==> src/rtl/gpu_divider_iter_if.sv <==
// Request/result handshake bundle for gpu_divider_iter.
// o_remainder only exists when DIVIDER_REMAINDER_EN is defined.
interface gpu_divider_iter_if #(
   parameter int WIDTH = 32
);
   logic             i_valid;
   logic             o_ready;
   logic             i_signed;
   logic [WIDTH-1:0] i_numerator;
   logic [WIDTH-1:0] i_denominator;
   logic             o_valid;
   logic             i_ready;
   logic [WIDTH-1:0] o_quotient;
`ifdef DIVIDER_REMAINDER_EN
   logic [WIDTH-1:0] o_remainder;
`endif
   logic             o_divzero;

   modport slave (
      input  i_valid, i_signed, i_numerator, i_denominator, i_ready,
      output o_ready, o_valid, o_quotient,
`ifdef DIVIDER_REMAINDER_EN
      output o_remainder,
`endif
      output o_divzero
   );

   modport master (
      output i_valid, i_signed, i_numerator, i_denominator, i_ready,
      input  o_ready, o_valid, o_quotient,
`ifdef DIVIDER_REMAINDER_EN
      input  o_remainder,
`endif
      input  o_divzero
   );
endinterface

==> src/rtl/gpu_divider_iter.sv <==
// Iterative restoring divider, STEPS quotient bits per clock, signed/unsigned.
// Optional remainder output and its sign correction: macro DIVIDER_REMAINDER_EN.
module gpu_divider_iter #(
   parameter int WIDTH = 32,
   parameter int STEPS = 1
) (
   input  logic               clk,
   input  logic               nRst,
   gpu_divider_iter_if.slave  bus
);
   localparam int NSTEPS = WIDTH / STEPS;
   localparam int CNT_W  = $clog2(NSTEPS + 1);

   typedef enum logic [1:0] {IDLE, CALC, DONE} state_t;

   state_t           r_state;
   logic [CNT_W-1:0] r_cnt;
   logic [WIDTH-1:0] r_rem;
   logic [WIDTH-1:0] r_quo;
   logic [WIDTH-1:0] r_den;
   logic             r_qneg;
   logic [WIDTH-1:0] r_quotient;
   logic             r_divzero;
`ifdef DIVIDER_REMAINDER_EN
   logic             r_rneg;
   logic [WIDTH-1:0] r_remainder;
`endif

   logic             w_num_neg;
   logic             w_den_neg;
   logic [WIDTH-1:0] w_num_abs;
   logic [WIDTH-1:0] w_den_abs;

   assign w_num_neg = bus.i_signed & bus.i_numerator[WIDTH-1];
   assign w_den_neg = bus.i_signed & bus.i_denominator[WIDTH-1];
   assign w_num_abs = w_num_neg ? -bus.i_numerator   : bus.i_numerator;
   assign w_den_abs = w_den_neg ? -bus.i_denominator : bus.i_denominator;

   // Partial remainder / shifting dividend pass through STEPS chained stages.
   logic [WIDTH-1:0] w_rem_chain [STEPS+1];
   logic [WIDTH-1:0] w_quo_chain [STEPS+1];

   assign w_rem_chain[0] = r_rem;
   assign w_quo_chain[0] = r_quo;

   generate
      for (genvar gi = 0; gi < STEPS; gi++) begin : g_step
         logic [WIDTH:0]   w_shift;
         logic [WIDTH-1:0] w_diff;
         logic             w_fits;

         assign w_shift = {w_rem_chain[gi], w_quo_chain[gi][WIDTH-1]};
         assign w_fits  = (w_shift >= {1'b0, r_den});
         // When the trial fits, the difference is below r_den and needs only WIDTH bits.
         assign w_diff  = w_shift[WIDTH-1:0] - r_den;
         assign w_rem_chain[gi+1] = w_fits ? w_diff : w_shift[WIDTH-1:0];
         assign w_quo_chain[gi+1] = {w_quo_chain[gi][WIDTH-2:0], w_fits};
      end
   endgenerate

   always_ff @(posedge clk or negedge nRst) begin
      if (!nRst) begin
         r_state    <= IDLE;
         r_cnt      <= '0;
         r_rem      <= '0;
         r_quo      <= '0;
         r_den      <= '0;
         r_qneg     <= 1'b0;
         r_quotient <= '0;
         r_divzero  <= 1'b0;
`ifdef DIVIDER_REMAINDER_EN
         r_rneg      <= 1'b0;
         r_remainder <= '0;
`endif
      end else begin
         case (r_state)
            IDLE: begin
               if (bus.i_valid) begin
                  if (bus.i_denominator == '0) begin
                     r_quotient <= '1;
                     r_divzero  <= 1'b1;
`ifdef DIVIDER_REMAINDER_EN
                     r_remainder <= bus.i_numerator;
`endif
                     r_state    <= DONE;
                  end else begin
                     r_rem   <= '0;
                     r_quo   <= w_num_abs;
                     r_den   <= w_den_abs;
                     r_qneg  <= w_num_neg ^ w_den_neg;
`ifdef DIVIDER_REMAINDER_EN
                     r_rneg  <= w_num_neg;
`endif
                     r_cnt   <= CNT_W'(NSTEPS);
                     r_state <= CALC;
                  end
               end
            end
            CALC: begin
               r_rem <= w_rem_chain[STEPS];
               r_quo <= w_quo_chain[STEPS];
               r_cnt <= r_cnt - CNT_W'(1);
               if (r_cnt == CNT_W'(1)) begin
                  // Most-negative / -1 wraps back to most-negative here naturally.
                  r_quotient <= r_qneg ? -w_quo_chain[STEPS] : w_quo_chain[STEPS];
`ifdef DIVIDER_REMAINDER_EN
                  r_remainder <= r_rneg ? -w_rem_chain[STEPS] : w_rem_chain[STEPS];
`endif
                  r_divzero  <= 1'b0;
                  r_state    <= DONE;
               end
            end
            DONE: begin
               if (bus.i_ready) begin
                  r_divzero <= 1'b0;
                  r_state   <= IDLE;
               end
            end
            default: r_state <= IDLE;
         endcase
      end
   end

   assign bus.o_ready    = (r_state == IDLE);
   assign bus.o_valid    = (r_state == DONE);
   assign bus.o_quotient = r_quotient;
   assign bus.o_divzero  = r_divzero;
`ifdef DIVIDER_REMAINDER_EN
   assign bus.o_remainder = r_remainder;
`endif
endmodule

==> src/flat_wrapper.sv <==
// flat-port wrapper written by rule: the top's interface ports become plain ports
module gpu_divider_iter_flat 
#(
   parameter int WIDTH = 32,
   parameter int STEPS = 1
)
  (clk, nRst, bus_i_valid, bus_i_signed, bus_i_numerator, bus_i_denominator, bus_i_ready, bus_o_ready, bus_o_valid, bus_o_quotient, bus_o_divzero);
  gpu_divider_iter_if #(.WIDTH(WIDTH)) bus_i ();
  input  logic clk;
  input  logic nRst;
  input wire logic [$bits(bus_i.i_valid)-1:0] bus_i_valid;
  input wire logic [$bits(bus_i.i_signed)-1:0] bus_i_signed;
  input wire logic [$bits(bus_i.i_numerator)-1:0] bus_i_numerator;
  input wire logic [$bits(bus_i.i_denominator)-1:0] bus_i_denominator;
  input wire logic [$bits(bus_i.i_ready)-1:0] bus_i_ready;
  output wire logic [$bits(bus_i.o_ready)-1:0] bus_o_ready;
  output wire logic [$bits(bus_i.o_valid)-1:0] bus_o_valid;
  output wire logic [$bits(bus_i.o_quotient)-1:0] bus_o_quotient;
  output wire logic [$bits(bus_i.o_divzero)-1:0] bus_o_divzero;
  assign bus_i.i_valid = bus_i_valid;
  assign bus_i.i_signed = bus_i_signed;
  assign bus_i.i_numerator = bus_i_numerator;
  assign bus_i.i_denominator = bus_i_denominator;
  assign bus_i.i_ready = bus_i_ready;
  assign bus_o_ready = bus_i.o_ready;
  assign bus_o_valid = bus_i.o_valid;
  assign bus_o_quotient = bus_i.o_quotient;
  assign bus_o_divzero = bus_i.o_divzero;
  gpu_divider_iter #(.WIDTH(WIDTH), .STEPS(STEPS)) u_core (.clk(clk), .nRst(nRst), .bus(bus_i));
endmodule
==> config.mk <==
export PLATFORM = sky130hd
export DESIGN_NAME = gpu_divider_iter_flat
export DESIGN_NICKNAME = d
export VERILOG_FILES = /design/src/rtl/gpu_divider_iter_if.sv /design/src/rtl/gpu_divider_iter.sv /design/src/flat_wrapper.sv
export SDC_FILE = /design/constraint.sdc
export NUM_CORES = 1
export LEC_CHECK = 0
export ABC_AREA = 1
export BUFFER_PORTS_ARGS = -buffer_cell sky130_fd_sc_hd__buf_4
export CAP_MARGIN = 20
export CORE_UTILIZATION = 35
export CTS_BUF_LIST = sky130_fd_sc_hd__clkbuf_16
export DETAILED_ROUTE_END_ITERATION = 6
export GPL_ROUTABILITY_DRIVEN = 0
export RECOVER_POWER = 50
export SLEW_MARGIN = 10
export SYNTH_ARGS = -nofsm -noshare
export SYNTH_HDL_FRONTEND = slang
export SYNTH_SLANG_ARGS = --single-unit
==> constraint.sdc <==
create_clock -name clk -period 4.3 [get_ports clk]
set_input_delay 0 -clock clk [delete_from_list [all_inputs] [get_ports clk]]
set_output_delay 0 -clock clk [all_outputs]
set_load 0.05 [all_outputs]
Yosys cells after proc, flatten, opt, wreduce, memory -nomap -nowiden
Index checks and enable logic that the tools add are counted.
{"block": "totals", "inputBits": 69, "output_inout_bits": 35, "reg_bits": 138}
{"block": "classes", "mux": 27, "eq_ne": 8, "add_sub_neg": 5, "order_cmp": 1, "n_reduce_logical": 9, "bitwise": 4}
{"operator": "32-bit 2-to-1 mux", "n": 11}
{"operator": "32-bit case mux with 2 select lines", "n": 3}
{"operator": "32-bit negator", "n": 3}
{"operator": "33-bit by 32-bit greater-or-equal comparator with 1-bit output", "n": 1}
{"operator": "32-bit logical NOT", "n": 1}
{"operator": "32-bit subtractor", "n": 1}
{"operator": "6-bit 2-to-1 mux", "n": 2}
{"operator": "6-bit case mux with 2 select lines", "n": 1}
{"operator": "3-bit AND reduction", "n": 3}
{"operator": "2-bit 2-to-1 mux", "n": 4}
{"operator": "6-bit by 1-bit == test with 1-bit output, second input constant", "n": 1}
{"operator": "2-bit inequality test, second input constant", "n": 3}
{"operator": "2-bit case mux with 3 select lines", "n": 1}
{"operator": "6-bit by 1-bit subtractor with 6-bit output, second input constant", "n": 1}
{"operator": "5-bit AND reduction", "n": 1}
{"operator": "1-bit 2-to-1 mux", "n": 4}
{"operator": "2-bit by 1-bit inequality test with 1-bit output, second input constant", "n": 2}
{"operator": "4-bit AND reduction", "n": 1}
{"operator": "1-bit case mux with 3 select lines", "n": 1}
{"operator": "3-bit nonzero test", "n": 1}
{"operator": "1-bit AND", "n": 2}
{"operator": "2-bit by 1-bit == test with 1-bit output, second input constant", "n": 1}
{"operator": "2-bit == test, second input constant", "n": 1}
{"operator": "2-bit logical NOT", "n": 1}
{"operator": "other kinds (3)", "n": 3}

Depth between registers and ports, before layout
Gate-level depths: netlist of run 1.
{"block": "depth", "word_depth": 5, "ltp_mapped": 24, "ltp_nobuf": 24}

Worst setup path before layout of run 1
Ideal clock, no wire load.
{"block": "synth_path", "path_kind": "reg-to-reg", "from": "register u_core.r_rem[7]", "to": "register u_core.r_quotient[22] (netlist: u_core.bus.o_quotient[22])", "path_buffers": 0, "arrival_ns": 2.779, "synth_period_minus_slack_ns": 2.903, "path_stages_with_launch": 20, "path_slack_ns": 1.397, "required_time_ns": 4.176, "setup_ns": 0.124, "path_cell_list": "dfrtp_1 ha_1 nand2_2 inv_1 a21oi_1 nand3_2 nand2_1 nand2_2 nand2_2 nand2_4 inv_1 ha_1 nand3_1 nor2_1 nand2_1 nor3_4 a31oi_2 nor2_1 xor2_1 a21oi_1"}
{"block": "synth_via", "elab_chain_len": 5}
{"item": "from (decl)", "line_no": "gpu_divider_iter.sv:18", "rtl": "logic [WIDTH-1:0] r_rem;"}
{"item": "from (signal assigned)", "line_no": "gpu_divider_iter.sv:100", "rtl": "r_rem <= w_rem_chain[STEPS];"}
{"item": "33-bit by 32-bit greater-or-equal comparator with 1-bit output", "line_no": "gpu_divider_iter.sv:53", "rtl": "assign w_fits = (w_shift >= {1'b0, r_den});"}
{"item": "32-bit negator", "line_no": "gpu_divider_iter.sv:105", "rtl": "r_quotient <= r_qneg ? -w_quo_chain[STEPS] : w_quo_chain[STEPS];"}
{"item": "32-bit 2-to-1 mux", "line_no": "gpu_divider_iter.sv:105"}
{"item": "32-bit 2-to-1 mux", "line_no": "gpu_divider_iter.sv:103", "rtl": "if (r_cnt == CNT_W'(1)) begin"}
{"item": "32-bit case mux with 2 select lines", "line_no": "gpu_divider_iter.sv:76", "rtl": "case (r_state)"}
{"item": "to (signal assigned)", "line_no": "gpu_divider_iter.sv:105"}
{"item": "to (decl)", "line_no": "gpu_divider_iter.sv:22", "rtl": "logic [WIDTH-1:0] r_quotient;"}
Every way passes these cells. The select of a mux whose other input is x is not followed.
A chain may end at the register's enable or synchronous reset.

Final worst setup path of run 1
{"block": "layout_path", "from": "register u_core.r_den[8]", "to": "register u_core.r_quotient[26] (netlist: u_core.bus.o_quotient[26])"}
{"block": "layout_via", "elab_chain_len": 5}
{"item": "from (decl)", "line_no": "gpu_divider_iter.sv:20", "rtl": "logic [WIDTH-1:0] r_den;"}
{"item": "from (signal assigned)", "line_no": "gpu_divider_iter.sv:89", "rtl": "r_den <= w_den_abs;"}
{"item": "33-bit by 32-bit greater-or-equal comparator with 1-bit output", "line_no": "gpu_divider_iter.sv:53"}
{"item": "32-bit negator", "line_no": "gpu_divider_iter.sv:105"}
{"item": "32-bit 2-to-1 mux", "line_no": "gpu_divider_iter.sv:105"}
{"item": "32-bit 2-to-1 mux", "line_no": "gpu_divider_iter.sv:103"}
{"item": "32-bit case mux with 2 select lines", "line_no": "gpu_divider_iter.sv:76"}
Every way passes these cells. The select of a mux whose other input is x is not followed.

==> run_results.csv, run 1 <==
group,metric,value,unit
flow_run,drv_cap,1,
power,vdd_ir_drop_max,0.3763,mV
worst_setup_path,path_max_fanout,5,
power,p_switching,5079,uW
timing,drv_slew,106,
clock_network,clock_latency,440,ps
worst_hold_path,hold_start,"bus_i_numerator[14]",
drt,drc,0,
clock_network,cts_buffer_depth,2,
synthesis,synth_area,10340,um2
synthesis,synth_seq_cells,138,
finish,area.growth.synth_to_final,19.11,%
clock_network,cts_max_level,4,
synthesis,synthDistinctLibCells,49,
die,coreArea,28860,um2
worst_setup_path,start_kind,"flop",
timing,fin_tns_setup,0,ps
synthesis,ys_warn_count,0,
drt,routed_wl,30330,um
timing,worst_pin_slew,2689,ps
clock_network,post-cts-setup-buffers,0,
die,start_util,0.3583,
worst_setup_path,end_kind,"flop",
timing,period_share,0.8112,
power,p_total,9549,uW
timing,fmax,0.2867,GHz
global_routing,grt_pass1_vias,9672,
synthesis,netlist_top_cells_area,"dfrtp_1 (33%), nand2_1 (12%), nor2_1 (6.4%)",
timing,hold_viol,0,
place,dp_hpwl,22570,um
timing,fin_crit,3488,ps
worst_hold_path,hold_path_class,"in -> reg",
power,p_leak,0.005597,uW
power,seq_power_share,0.244,
power,clkPwrFrac,0.154,
worst_setup_path,r2r_start,"u_core.r_den[8]",
power,p_per_area,775.5,nW/um2
synthesis,synth-edff-count,0,
worst_setup_path,r2r_end,"u_core.bus.o_quotient[26]",
die,rows,62,
synthesis,synth.net_count,1593,
run_status,violations,"capacitance limit, slew limit",
synthesis,async_reset_ff_frac,1.000,
run_status,outcome,"complete, but fails checks",
clock_network,cts_resized,0,
synthesis,synth_top_area_frac,0.3340,
drt,drtAntennaViolNets,0,
die,dieArea,30230,um2
synthesis,synth.avg_cell_area,6.976,um2
drt,viasPerCell,5.101,
global_routing,grt_pass1_wl,49820,um
finish,final_nets,1722,
timing,skew,12.87,ps
synthesis,synth_ff_type,"dfrtp_1",
drt,vias,10240,
drt,drt_iter0_markers,702,
clock_network,postCtsHoldBufs,46,
drt,highest_layer,"met4",
clock_network,cts_tree,"built",
worst_setup_path,worstPathRequired,4670,ps
finish,drive_gt1_frac,0.1065,
synthesis,synth.most_common_cell,"nand2_1",
drt,drt-met1-wl,14870,um
power,switching_share,0.5318,
global_routing,grt_max_degree,106,
synthesis,synthTopCellsByCount,"nand2_1 (317), nor2_1 (175), inv_1 (169)",
finish,nFillCells,3010,
synthesis,yosysSeqAreaShare,0.3340,
worst_setup_path,crit_path_end,"u_core.bus.o_quotient[26]",
die,num_io_pins,104,
finish,diodes,0,
place,portBuffers,103,
global_routing,gr-total-overflow,0,
clock_network,clock_sinks,138,
timing,finalSetupViolCount,0,
global_routing,grt_use_total,0.2060,
power,internal-power,4471,uW
timing,slew-limit-headroom,-0.7923,
worst_setup_path,setup.worst_path.start,"u_core.r_den[8]",
timing,grt_setup_unrepaired,"false",
worst_setup_path,rr_worst_depth,22,
clock_network,cts_root_buf,"clkbuf_16",
clock_network,numCtsBuffers,17,
worst_setup_path,critPathArrivalTime,3860,ps
worst_setup_path,worstSetupPathType,"reg -> reg",
clock_network,clk_pin_slew,70,ps
global_routing,antenna_found_initial,0,
synthesis,synth_cells,1482,
drt,dr.pass1.iters,6,
synthesis,yosysTopAreaCell,"dfrtp_1",
power,p_comb_frac,0.601,
drt,dr_wl_met3,1512,um
drt,dr_wl_met2,13380,um
drt,wire_per_inst,15.11,um
worst_setup_path,reg2reg_setup_slack,810,ps
die,die_x,173.9,um
die,die_y,173.9,um
## cell type report
| type | instances | area [um2] | share of cell area |
|---|---|---|---|
| multi-input combinational | 1115 | 5961 | 0.4840 |
| sequential | 138 | 3453 | 0.2804 |
| timing repair buffer | 157 | 1161 | 0.09429 |
| inverter | 182 | 683.2 | 0.05548 |
| tap | 384 | 480.5 | 0.03902 |
| clock buffer | 17 | 425.4 | 0.03455 |
| clock inverter | 15 | 150.1 | 0.01219 |
## layout by cell type, fill, tap and decap left out, types with 32 or more instances in the layout
cell and count:
o21ai_1 32, a21oi_1 89, o21ai_0 120, nand2_1 317, dfrtp_1 138, dlygate4sd3_1 46
xor2_1 53, clkbuf_1 34, buf_4 75, ha_1 41, nor2_1 175, nand3_1 90
inv_1 169
## sequential cells by signal, indices dropped and copies added, names as in the netlist
name                   cells
u_core.r_den              32
u_core.r_quo              32
u_core.bus.o_divzero       1
u_core.r_qneg              1
u_core.bus.o_quotient     32
u_core.r_cnt               6
u_core.r_rem              32
u_core.r_state             2
## worst min path at each step
stage | cells past startpoint | slack, ps | to
after floorplan | 0 | -300 | u_core.bus.o_divzero
after global placement | 1 | 200 | u_core.r_den[11]
after detailed placement | 1 | 210 | u_core.r_den[9]
after CTS | 4 | 5 | u_core.r_quo[14]
after global routing | 5 | 50 | u_core.r_quo[26]
final | 4 | 10 | u_core.r_quo[14]
## metrics by stage
stage	util	instances	hold WS (ps)	instance area, um2	worst slack, ps
floorplan	-	1482	-295.6	10340	1397
global placement	0.3956	1930	203.5	11410	883.7
detailed placement	0.3956	1930	207.8	11410	811.5
CTS	0.4315	2008	5.425	12450	791.3
global route	0.4267	2008	49.83	12310	417.2
finish	0.4267	2008	13.78	12310	811.9
## power by group through the flow
stage	combinational, uW	sequential [uW]	clock (uW)
6_report	5740	2330	1470
3_3_place_gp	5710	2330	0
3_5_place_dp	5730	2350	0
5_1_grt	6440	2410	1540
2_1_floorplan	4070	2560	0
4_1_cts	5800	2330	1490
## layer usage
metal / vias to the layer above / track usage
li1: 5120 / -
met1: 4798 / 0.2936
met2: 290 / 0.3228
met3: 35 / 0.02544
met4: 0 / 0.06542
met5: - / 0
## worst max-delay path, stage by stage (launching register included)
cell and delay, ps:
dfrtp_1 350, inv_1 50, ha_1 350, nand2_2 130
inv_1 50, a21oi_1 160, nand3_2 140, nand2_1 100
nand2_2 90, nand2_2 140, nand2_4 100, inv_1 90
ha_1 160, nand3_1 120, nor2_1 210, nand2_1 150
nor3_4 210, nand2_1 140, o21ai_0 260, a21oi_1 110
o211ai_1 120, o21ai_0 120, inv_1 70
## logic make-up (layout without fill, tap and decap cells)
kind of cell    after synthesis  count (layout)  share of synthesized area
xor+xnor                     77              77                    0.06523
buf+inv                     229             371                    0.09016
compound gates              324             324                     0.1750
simple gates                672             672                     0.2840
flops                       138             138                     0.3340
fa+ha+maj                    42              42                    0.05156
(Power assumes the default switching activity.)
==> inputs of run 2 (changes only) <==
--- a/config.mk
+++ b/config.mk
@@ -5,7 +5,7 @@
 export SDC_FILE = /design/constraint.sdc
 export NUM_CORES = 1
 export LEC_CHECK = 0
-export ABC_AREA = 1
+export ABC_AREA = 0
 export BUFFER_PORTS_ARGS = -buffer_cell sky130_fd_sc_hd__buf_4
 export CAP_MARGIN = 20
 export CORE_UTILIZATION = 35
==> constraint.sdc (replaced) <==
create_clock -name clk -period 3.6 [get_ports clk]
set_input_delay 0 -clock clk [delete_from_list [all_inputs] [get_ports clk]]
set_output_delay 0 -clock clk [all_outputs]
set_load 0.05 [all_outputs]
==> run 2 against run 1 <==
The flow still finishes with violations (capacitance limit, slew limit). Register-to-register slack got worse by 570 ps. Utilization increased by 0.50 points. Critical path depth is 9 lower. Largest cell class unchanged.
==> run_results.csv, run 2 <==
group,metric,value,unit
timing,fin_crit,3356,ps
synthesis,synth_ff_type,"dfrtp_1",
clock_network,clock_sinks,138,
drt,dr.pass1.iters,5,
timing,skew,11.68,ps
synthesis,synth.net_count,1299,
global_routing,grt_max_degree,97,
worst_setup_path,end_kind,"flop",
drt,drc,0,
clock_network,cts_buffer_depth,2,
die,coreArea,26880,um2
clock_network,cts_tree,"built",
power,p_leak,0.004962,uW
clock_network,clock_latency,430,ps
die,dieArea,27980,um2
place,portBuffers,103,
worst_hold_path,hold_path_class,"in -> reg",
synthesis,synth-edff-count,0,
timing,hold_viol,0,
finish,final_nets,1415,
timing,fmax,0.2980,GHz
place,dp_hpwl,19000,um
synthesis,synth_cells,1188,
global_routing,gr-total-overflow,0,
power,vdd_ir_drop_max,0.6182,mV
drt,viasPerCell,5.312,
timing,period_share,0.9322,
timing,finalSetupViolCount,0,
drt,drt_iter0_markers,633,
synthesis,netlist_top_cells_area,"dfrtp_1 (36%), o21ai_0 (7.0%), a21oi_1 (6.6%)",
die,num_io_pins,104,
worst_setup_path,crit_top_cell,"ha_1",
clock_network,post-cts-setup-buffers,0,
drt,routed_wl,26330,um
synthesis,async_reset_ff_frac,1.000,
synthesis,synth_top_area_frac,0.3612,
worst_setup_path,critPathSlowestCell,"dfrtp_1",
synthesis,synth_seq_cells,138,
clock_network,cts_max_level,4,
timing,drv_slew,96,
run_status,violations,"capacitance limit, slew limit",
synthesis,yosysSeqAreaShare,0.3612,
global_routing,grt_pass1_wl,42920,um
flow_run,drv_cap,1,
timing,fin_tns_setup,0,ps
synthesis,synth.avg_cell_area,8.049,um2
global_routing,grt_use_total,0.1910,
die,rows,60,
synthesis,synthTopCellsByCount,"dfrtp_1 (138), nand2_1 (134), o21ai_0 (133)",
worst_setup_path,path_max_fanout,10,
synthesis,synthDistinctLibCells,68,
place,placed_area,10710,um2
clock_network,clk_pin_slew,70,ps
die,start_util,0.3558,
worst_setup_path,reg2reg_setup_slack,240,ps
timing,worst_pin_slew,2536,ps
finish,drive_gt1_frac,0.1154,
drt,wire_per_inst,15.85,um
global_routing,grt_pass1_vias,8340,
drt,drtAntennaViolNets,0,
synthesis,yosysTopAreaCell,"dfrtp_1",
finish,final_cell_mix,"dfrtp_1 (138), nand2_1 (134), o21ai_0 (132)",
timing,slew-limit-headroom,-0.6907,
synthesis,synth.most_common_cell,"dfrtp_1",
worst_setup_path,worstPathCellList,"ha_1 -> a21oi_1 -> o21ai_0 -> nor2_1 -> and4_1 -> o211a_1 -> nor2_2 -> inv_2 -> ha_1 -> nand3_2 -> o31ai_1 -> xor2_1 -> a31oi_1",
worst_setup_path,worstPathRequired,3880,ps
global_routing,antenna_found_initial,2,
worst_setup_path,worstSetupPathType,"reg -> reg",
finish,layout_commonest_cell,"dfrtp_1",
clock_network,cts_root_buf,"clkbuf_16",
power,p_per_area,944.2,nW/um2
synthesis,synth_area,9562,um2
timing,grt_setup_unrepaired,"false",
synthesis,ys_warn_count,0,
die,die_x,167.3,um
worst_setup_path,start_kind,"flop",
finish,final_util,0.4317,
clock_network,numCtsBuffers,17,
finish,final_area,11600,um2
drt,vias,8824,
worst_setup_path,critPathArrivalTime,3640,ps
worst_setup_path,critPathMaxStageDelay,400,ps
die,die_y,167.3,um
run_status,outcome,"complete, but fails checks",
finish,area.growth.synth_to_final,21.34,%
## run 2: worst paths after layout
check | start | depth (start not counted) | end
setup / recovery | u_core.r_rem[13] | 13 | u_core.bus.o_quotient[24]
hold / removal | bus_i_numerator[6] | 5 | u_core.r_quo[6]
setup reg to reg | u_core.r_rem[13] | 13 | u_core.bus.o_quotient[24]
hold reg to reg | u_core.r_den[25] | 2 | u_core.r_den[25]
max in group asynchronous | nRst | 2 | u_core.r_rem[18]
min in group asynchronous | nRst | 2 | u_core.bus.o_quotient[10]
## run 2: power breakdown
part / internal, uW / switching, uW
registers: 2210 / 580
logic: 2200 / 4060
clock network: 1060 / 832
## run 2: metrics by stage
step                      hold slack (ps)  setup WS [ps]  total power [uW]  instances
after floorplan                    -295.6          399.9              7297       1188
after global placement              178.7          273.5              8993       1590
after detailed placement            174.8          137.7              9064       1590
after CTS                           5.416          134.1             11040       1657
after global routing                33.18          41.55             11840       1660
final                               11.51          244.1             10950       1661
## run 2: cell type report
class | count | area (um2)
sequential | 138 | 3453
fill | 2670 | 15270
timing repair buffer | 157 | 1185
antenna | 3 | 7.507
clock inverter | 15 | 197.7
multi-input combinational | 938 | 5712
inverter | 52 | 195.2
tap | 341 | 426.7
clock buffer | 17 | 425.4
## run 2: repair_timing
| action | 4_1_cts | 5_1_grt |
|---|---|---|
| setup endpoints to repair | 0 | 8 |
| gates resized for setup | 0 | 2 |
| hold endpoints to repair | 128 | 0 |
| hold buffers | 35 | 0 |
## run 2: kinds of logic after synthesis
kind of cell / Yosys count / share of synthesized area
XOR/XNOR: 108 / 0.09893
AND/OR/NAND/NOR: 403 / 0.1990
buffers and inverters: 112 / 0.04580
multiplexers: 6 / 0.006281
AO/OA/AOI/OAI: 379 / 0.2331
flip-flops: 138 / 0.3612
adder cells (fa/ha/maj): 42 / 0.05574
## run 2: metal layers
layer  track usage  vias up  part of all wire
met1        0.2712     4126              0.50
met2        0.2946      221              0.44
met5             0        -                 0
met4       0.06382        0             0.019
met3       0.03025       30             0.042
li1              -     4447                 -
## run 2: worst max-delay path: cells and delay by family, from the launching register on
| family | cells | cell delay [ps] |
|---|---|---|
| adder cells (fa/ha/maj) | 2 | 710 |
| AO/OA/AOI/OAI | 5 | 1060 |
| XOR/XNOR | 1 | 190 |
| buffers and inverters | 1 | 180 |
| flip-flops | 1 | 400 |
| AND/OR/NAND/NOR | 4 | 650 |
